### src/rtl/mips_pkg.sv
// Shared definitions for the EX/MEM/WB pipeline control slice of the
// 5-stage MIPS core.
//   - FWD_REG / FWD_WB / FWD_MEM : EX-stage forwarding select encodings
//   - mem_state_e                : MEM-stage data-memory sequencer states
//   - fwd_sel()                  : forwarding select for one EX source operand
package mips_pkg;

  localparam logic [1:0] FWD_REG = 2'b00;
  localparam logic [1:0] FWD_WB  = 2'b01;
  localparam logic [1:0] FWD_MEM = 2'b10;

  typedef enum logic [1:0] {
    MS_IDLE = 2'd0,
    MS_WAIT = 2'd1,
    MS_DONE = 2'd2
  } mem_state_e;

  // MEM is the younger producer, so it wins over WB.
  // Register $0 is hard-wired to zero and is never forwarded.
  function automatic logic [1:0] fwd_sel(input logic       regWriteM,
                                         input logic [4:0] writeRegM,
                                         input logic       regWriteW,
                                         input logic [4:0] writeRegW,
                                         input logic [4:0] srcReg);
    if (regWriteM && (writeRegM != 5'd0) && (writeRegM == srcReg))
      return FWD_MEM;
    else if (regWriteW && (writeRegW != 5'd0) && (writeRegW == srcReg))
      return FWD_WB;
    else
      return FWD_REG;
  endfunction

endpackage

### src/rtl/mem_stage_ctrl_hazard.sv
// hazard_detect: purely combinational hazard and forwarding logic.
// Ports:
//   mem_busy_i               MEM stage is waiting on data memory
//   MemToReg_E_i/WriteReg_E_i EX-stage load flag and destination
//   Rs_D_i/Rt_D_i            ID-stage sources
//   Rs_E_i/Rt_E_i            EX-stage sources
//   RegWrite_M_i/WriteReg_M_i, RegWrite_W_i/WriteReg_W_i  producers
//   branch_D_i               branch taken in ID
//   stall_F_o..stall_M_o     hold pipeline registers
//   flush_D_o/E_o/W_o        insert bubbles
//   ForwardA_E_o/B_E_o       EX operand forwarding selects
import mips_pkg::*;

module hazard_detect (
  input  logic       mem_busy_i,
  input  logic       MemToReg_E_i,
  input  logic [4:0] WriteReg_E_i,
  input  logic [4:0] Rs_D_i,
  input  logic [4:0] Rt_D_i,
  input  logic [4:0] Rs_E_i,
  input  logic [4:0] Rt_E_i,
  input  logic       RegWrite_M_i,
  input  logic [4:0] WriteReg_M_i,
  input  logic       RegWrite_W_i,
  input  logic [4:0] WriteReg_W_i,
  input  logic       branch_D_i,
  output logic       stall_F_o,
  output logic       stall_D_o,
  output logic       stall_E_o,
  output logic       stall_M_o,
  output logic       flush_D_o,
  output logic       flush_E_o,
  output logic       flush_W_o,
  output logic [1:0] ForwardA_E_o,
  output logic [1:0] ForwardB_E_o
);

  logic loadUse;
  logic loadUseAct;

  // A load in EX feeding an ID source must wait one cycle for its data.
  assign loadUse = MemToReg_E_i && (WriteReg_E_i != 5'd0) &&
                   ((WriteReg_E_i == Rs_D_i) || (WriteReg_E_i == Rt_D_i));

  // A memory stall freezes everything, so load-use/branch effects wait.
  assign loadUseAct = loadUse && !mem_busy_i;

  assign stall_F_o = mem_busy_i || loadUseAct;
  assign stall_D_o = mem_busy_i || loadUseAct;
  assign stall_E_o = mem_busy_i;
  assign stall_M_o = mem_busy_i;
  // WB gets a bubble each stalled cycle so a register write is not repeated.
  assign flush_W_o = mem_busy_i;
  assign flush_E_o = loadUseAct;
  assign flush_D_o = branch_D_i && !loadUse && !mem_busy_i;

  assign ForwardA_E_o = fwd_sel(RegWrite_M_i, WriteReg_M_i, RegWrite_W_i, WriteReg_W_i, Rs_E_i);
  assign ForwardB_E_o = fwd_sel(RegWrite_M_i, WriteReg_M_i, RegWrite_W_i, WriteReg_W_i, Rt_E_i);

endmodule

### src/rtl/mem_stage_ctrl.sv
// mem_stage_ctrl: EX/MEM/WB pipeline controller.
// Sequences MEM-stage data-memory accesses over a req/ack handshake
// (IDLE -> WAIT -> DONE -> IDLE), aborts after TIMEOUT unanswered WAIT
// cycles with a sticky bus_err, counts memory-stall cycles, and hosts
// hazard_detect for load-use stalls, branch flush and forwarding.
// Ports: MEM-stage request (MemRead_M/MemWrite_M/ALUout_M/WriteData_M),
// hazard inputs (RegWrite/WriteReg for E/M/W, Rs/Rt for D/E, branch_D),
// memory bus (dmem_*), ReadData_M, stall_*/flush_*, ForwardA_E/B_E,
// bus_err and stall_cnt.
import mips_pkg::*;

module mem_stage_ctrl #(
  parameter int AW      = 32,
  parameter int DW      = 32,
  parameter int TIMEOUT = 16,
  parameter int CNT_W   = 32
) (
  input  logic             clk,
  input  logic             rst_n,
  input  logic             MemRead_M,
  input  logic             MemWrite_M,
  input  logic [AW-1:0]    ALUout_M,
  input  logic [DW-1:0]    WriteData_M,
  input  logic             RegWrite_M,
  input  logic [4:0]       WriteReg_M,
  input  logic             RegWrite_W,
  input  logic [4:0]       WriteReg_W,
  input  logic             MemToReg_E,
  input  logic [4:0]       WriteReg_E,
  input  logic [4:0]       Rs_D,
  input  logic [4:0]       Rt_D,
  input  logic [4:0]       Rs_E,
  input  logic [4:0]       Rt_E,
  input  logic             branch_D,
  output logic             dmem_req,
  output logic             dmem_we,
  output logic [AW-1:0]    dmem_addr,
  output logic [DW-1:0]    dmem_wdata,
  input  logic             dmem_ack,
  input  logic [DW-1:0]    dmem_rdata,
  output logic [DW-1:0]    ReadData_M,
  output logic             stall_F,
  output logic             stall_D,
  output logic             stall_E,
  output logic             stall_M,
  output logic             flush_D,
  output logic             flush_E,
  output logic             flush_W,
  output logic [1:0]       ForwardA_E,
  output logic [1:0]       ForwardB_E,
  output logic             bus_err,
  output logic [CNT_W-1:0] stall_cnt
);

  localparam int TW = $clog2(TIMEOUT);
  localparam logic [TW-1:0] TMO_LAST = TW'(TIMEOUT - 1);

  mem_state_e       state_q;
  logic             req_q;
  logic             we_q;
  logic [AW-1:0]    addr_q;
  logic [DW-1:0]    wdata_q;
  logic [DW-1:0]    rdata_q;
  logic             busErr_q;
  logic [TW-1:0]    tmo_q;
  logic [CNT_W-1:0] cnt_q;
  logic [CNT_W-1:0] cnt_d;
  logic             memBusy;

  // The request cycle in IDLE already stalls, giving the 2-cycle minimum.
  assign memBusy = (state_q == MS_WAIT) ||
                   ((state_q == MS_IDLE) && (MemRead_M || MemWrite_M));

  always_ff @(posedge clk or negedge rst_n) begin
    if (!rst_n) begin
      state_q  <= MS_IDLE;
      req_q    <= 1'b0;
      we_q     <= 1'b0;
      addr_q   <= '0;
      wdata_q  <= '0;
      rdata_q  <= '0;
      busErr_q <= 1'b0;
      tmo_q    <= '0;
    end else begin
      case (state_q)
        MS_IDLE: begin
          if (MemRead_M || MemWrite_M) begin
            addr_q  <= ALUout_M;
            wdata_q <= WriteData_M;
            we_q    <= MemWrite_M;
            req_q   <= 1'b1;
            tmo_q   <= '0;
            state_q <= MS_WAIT;
          end
        end
        MS_WAIT: begin
          // An ack on the final allowed cycle still counts as success.
          if (dmem_ack) begin
            if (!we_q) rdata_q <= dmem_rdata;
            req_q   <= 1'b0;
            we_q    <= 1'b0;
            state_q <= MS_DONE;
          end else if (tmo_q == TMO_LAST) begin
            busErr_q <= 1'b1;
            rdata_q  <= '0;
            req_q    <= 1'b0;
            we_q     <= 1'b0;
            state_q  <= MS_DONE;
          end else begin
            tmo_q <= tmo_q + 1'b1;
          end
        end
        MS_DONE: state_q <= MS_IDLE;
        default: state_q <= MS_IDLE;
      endcase
    end
  end

  // Saturating count of cycles the pipeline spent frozen on memory.
  always_comb begin
    cnt_d = cnt_q;
    if (memBusy && (cnt_q != {CNT_W{1'b1}})) cnt_d = cnt_q + 1'b1;
  end

  always_ff @(posedge clk or negedge rst_n) begin
    if (!rst_n) cnt_q <= '0;
    else        cnt_q <= cnt_d;
  end

  assign dmem_req   = req_q;
  assign dmem_we    = we_q;
  assign dmem_addr  = addr_q;
  assign dmem_wdata = wdata_q;
  assign ReadData_M = rdata_q;
  assign bus_err    = busErr_q;
  assign stall_cnt  = cnt_q;

  hazard_detect u_hazard (
    .mem_busy_i   (memBusy),
    .MemToReg_E_i (MemToReg_E),
    .WriteReg_E_i (WriteReg_E),
    .Rs_D_i       (Rs_D),
    .Rt_D_i       (Rt_D),
    .Rs_E_i       (Rs_E),
    .Rt_E_i       (Rt_E),
    .RegWrite_M_i (RegWrite_M),
    .WriteReg_M_i (WriteReg_M),
    .RegWrite_W_i (RegWrite_W),
    .WriteReg_W_i (WriteReg_W),
    .branch_D_i   (branch_D),
    .stall_F_o    (stall_F),
    .stall_D_o    (stall_D),
    .stall_E_o    (stall_E),
    .stall_M_o    (stall_M),
    .flush_D_o    (flush_D),
    .flush_E_o    (flush_E),
    .flush_W_o    (flush_W),
    .ForwardA_E_o (ForwardA_E),
    .ForwardB_E_o (ForwardB_E)
  );

endmodule
### config.mk
export PLATFORM = sky130hd
export DESIGN_NAME = mem_stage_ctrl
export DESIGN_NICKNAME = d
export VERILOG_FILES = /design/src/rtl/mips_pkg.sv /design/src/rtl/mem_stage_ctrl_hazard.sv /design/src/rtl/mem_stage_ctrl.sv
export SDC_FILE = /design/constraint.sdc
export NUM_CORES = 1
export LEC_CHECK = 0
export ABC_AREA = 1
export BUFFER_PORTS_ARGS = -buffer_cell sky130_fd_sc_hd__clkbuf_2
export CAP_MARGIN = 20
export CORE_AREA = 3 3 151 153
export CTS_BUF_LIST = sky130_fd_sc_hd__clkbuf_4 sky130_fd_sc_hd__clkbuf_8 sky130_fd_sc_hd__clkbuf_16
export DETAILED_ROUTE_END_ITERATION = 8
export DIE_AREA = 0 0 154 156
export MAX_ROUTING_LAYER = met4
export SYNTH_ARGS = -nofsm -noshare
export SYNTH_HDL_FRONTEND = slang
export SYNTH_HIERARCHICAL = 1
export SYNTH_SLANG_ARGS = --single-unit
### constraint.sdc
create_clock -name clk -period 3.3 [get_ports clk]
set_input_delay 0.66 -clock clk [delete_from_list [all_inputs] [get_ports clk]]
set_output_delay 0.66 -clock clk [all_outputs]
set_load 0.03 [all_outputs]
==> flow_metrics.py <==
metrics = {
    "run_status": {
        "status": "complete, no violations",
    },
    "floorplan": {
        "pin_count": 282,
        "die-area_um2": 24020,
        "rows": 54,
        "fp.dieW_um": 154,
        "fp.coreArea_um2": 21690,
        "die_y_um": 156,
        "initial_utilization_pct": 31.45,
    },
    "pwr": {
        "powerDensity_nw_per_um2": 931.1,
        "pwr-share-comb_pct": 45.0,
        "clockPowerShare_pct": 22.2,
        "p_seq_share_pct": 32.8,
        "power_switching_uw": 4069,
        "swShare_pct": 48.22,
        "irDropWorstVdd_v": 0.0004865,
        "leakagePower_uw": 0.005037,
        "p_int_uw": 4370,
    },
    "sta": {
        "fin_crit_sh_pct": 71.80,
        "max_freq_mhz": 422.1,
        "worst_pin_slew_ps": 747.4,
        "hold_viol_final": 0,
        "finalClockSkew_ps": 8.990,
        "holdWs_ps": 225.8,
        "rsz0062_at_grt": "false",
        "report.final.slew_viol_count": 0,
        "timing.slew.headroom_pct": 50.10,
        "fin_setup_tns_ps": 0,
        "final.min_clock_period_ps": 2369,
        "fin_ws_ps": 930.7,
        "setup_viol": 0,
    },
    "worst_setup_path": {
        "slowest_delay_ps": 200,
        "cp_common_cell": "nand2_2",
        "crit_path_end_kind": "output port",
        "critical_path_class": "input pin to output port",
        "critPathLaunchType": "input pin",
        "reg2reg_depth": 9,
        "path_depth": 9,
        "crit_slowest_cell": "clkbuf_2",
        "crit_arrival_ps": 1710,
        "ff2ff_setup_slack_ps": 1140,
        "path_delay_family": "simple AND/OR/NAND/NOR gates",
        "path_max_fanout": 10,
        "critPathRequiredTime_ps": 2640,
        "path_cells": "clkbuf_2, inv_1, nand2_1, nand2_2, nand2_2, inv_1, nand2_2, nor2_2, clkbuf_2",
        "path_buf_inv": 4,
    },
    "global_routing": {
        "grtUsageMet2_pct": 27.89,
        "grt_use_total_pct": 17.58,
        "grt_pass1_wl_um": 33140,
        "grt_max_degree": 69,
        "grtUsageMet1_pct": 22.85,
        "antenna_found_initial": 0,
        "top_usage_layer": "met2",
        "grt_pass1_vias": 6427,
        "grt-ovfl-total": 0,
        "use_met3_pct": 3.773,
    },
    "logic_synthesis": {
        "synth_fa_ha_area_share_pct": 0.3668,
        "synth_xor_area_share_pct": 4.494,
        "yosys_warnings": 6,
        "synth_area_leader_cell": "dfrtp_1",
        "synth.mux.area_fraction_pct": 0,
        "synth_edf_count": 0,
        "synth_cell_type_count": 33,
        "ys.flop_type": "dfrtp_1",
        "ys_seq_area_share_pct": 50.26,
        "synthArstFlopShare_pct": 100.0,
        "synth-compound-area-share_pct": 3.797,
        "synth_top_area_share_pct": 50.26,
        "ys_top_cells_by_area": "dfrtp_1 50%, nand2_1 25%, nor2_1 5.6%, inv_1 3.0%, a21oi_1 2.7%",
        "synth_area_um2": 6822,
        "synth_common_cells": "456 x nand2_1, 137 x dfrtp_1, 101 x nor2_1, 54 x inv_1, 37 x a21oi_1",
        "synth_cells": 917,
        "post-synth-top-count-cell": "nand2_1",
        "synth_top_family_by_area": "simple AND/OR/NAND/NOR gates",
        "ys_ff_latch": 137,
        "synth_simple_gate_area_share_pct": 35.34,
        "synthesis.nets": 1059,
        "avgSynthCellArea_um2": 7.439,
    },
    "placed_design": {
        "port_buffers": 281,
        "dp_slack_ps": 907.2,
        "gp_routability_congestion": 0.8896,
        "dp_hpwl_um": 15520,
    },
    "clock_tree": {
        "htreeDepth": 4,
        "postCtsHoldBufs": 0,
        "root_buffer": "clkbuf_16",
        "post_cts_buffers": 0,
        "clk_pin_slew_ps": 60,
        "ctsResizeCount": 0,
        "cts.sinks": 137,
        "clkLatencyLatePin_ps": 410,
        "cts_buffers": 17,
        "cts_tree": "done",
        "cts_buffer_depth": 2,
    },
    "cells_and_area": {
        "post-route-util_pct": 41.78,
        "area_delta_synth_final_pct": 32.85,
        "drive_gt1_share_pct": 28.51,
        "nNetsFinal": 1332,
        "num_antenna_cells": 0,
        "num-fill-cells": 2251,
        "multi_input_area_um2": 3008,
        "seqCellArea_um2": 3428,
    },
    "run": {
        "drv_cap": 0,
    },
    "detailed_routing": {
        "postRouteWirelength_um": 20860,
        "num_vias": 6609,
        "wl_per_cell_um": 14.07,
        "viasPerCell": 4.457,
        "firstDrtPassIters": 5,
        "drt_iter0_drc": 312,
        "drc": 0,
        "drtAntennaViolNets": 0,
    },
    "min_path": {
        "min_path_type": "input pin to asynchronous set/reset pin",
    },
}
[cells in the final DEF (no fill, tap or decap)]
cell and count:
a21oi_1 36, a21oi_2 1, a31o_2 1, and2_1 1
and3_1 1, buf_12 2, buf_4 5, buf_6 1
clkbuf_16 17, clkbuf_2 280, clkbuf_8 1, clkinv_2 1
clkinv_8 1, clkinvlp_4 3, dfrtp_1 137, ha_1 2
inv_1 53, inv_2 4, inv_6 5, inv_8 4
nand2_1 455, nand2_2 5, nand2_4 1, nand3_1 21
nand3_2 1, nand3_4 1, nand3b_1 2, nand4_1 7
nor2_1 101, nor2_2 3, nor2_4 1, nor2_8 1
nor3_1 2, nor3_2 2, o21ai_0 7, o21ai_2 1
o31ai_4 1, xnor2_1 20, xor2_1 15
[state kept, by name, indices dropped and copies added, names as in the netlist]
register    count
ReadData_M     32
bus_err         1
dmem_addr      32
dmem_req        1
dmem_wdata     32
dmem_we         1
stall_cnt      32
state_q         2
tmo_q           4
[final timing paths]
path                                     start             end
max in group asynchronous                rst_n  ReadData_M[21]
worst max register to register    stall_cnt[0]   stall_cnt[29]
worst max-delay path                MemWrite_M         flush_D
min in group clk                  ALUout_M[27]   dmem_addr[27]
worst min-delay path                     rst_n    stall_cnt[3]
worst min register to register  dmem_wdata[23]  dmem_wdata[23]
[power groups by stage]
stage	clock (uW)	combinational, uW	sequential (uW)
3_5_place_dp	0	3870	2770
5_1_grt	2000	4140	2850
6_report	1870	3800	2770
2_1_floorplan	0	1450	3970
3_3_place_gp	0	3810	2790
4_1_cts	1940	3860	2770
[cell type report]
| class | instances | area share, % |
|---|---|---|
| flip-flops and latches | 137 | 37.83 |
| clock inverters | 14 | 1.463 |
| repair buffers | 288 | 16.44 |
| inverters | 57 | 2.361 |
| well taps | 280 | 3.866 |
| clock buffers | 18 | 4.846 |
| multi-input cells | 689 | 33.19 |
[stage by stage]
stage	power [uW]	instances	area [um2]
finish	8438	1483	9062
global route	8999	1483	9062
floorplan	5412	917	6822
detailed placement	6646	1451	8491
CTS	8571	1483	9062
global placement	6592	1451	8491
[logic make-up after synthesis]
group / Yosys count
buf+inv: 91
simple gates: 605
flops: 137
fa+ha+maj: 2
xor+xnor: 35
compound gates: 47
[worst reg2reg max path: cells and delay by family (launching register included)]
family | cells | cell delay [ps]
adders and majority gates | 1 | 320
and+or+nand+nor | 7 | 1180
buffers and inverters | 1 | 130
DFF | 1 | 470
[routing by layer]
metal  part of all wire [%]  vias to the layer above  wire length (um)
met5                      0                        -                 0
li1                       -                     3349                 -
met3                    5.7                       28              1186
met1                     45                     3015              9480
met2                     47                      217              9819
met4                    1.8                        0               373
No activity file was read; power rests on OpenSTA's default activity.
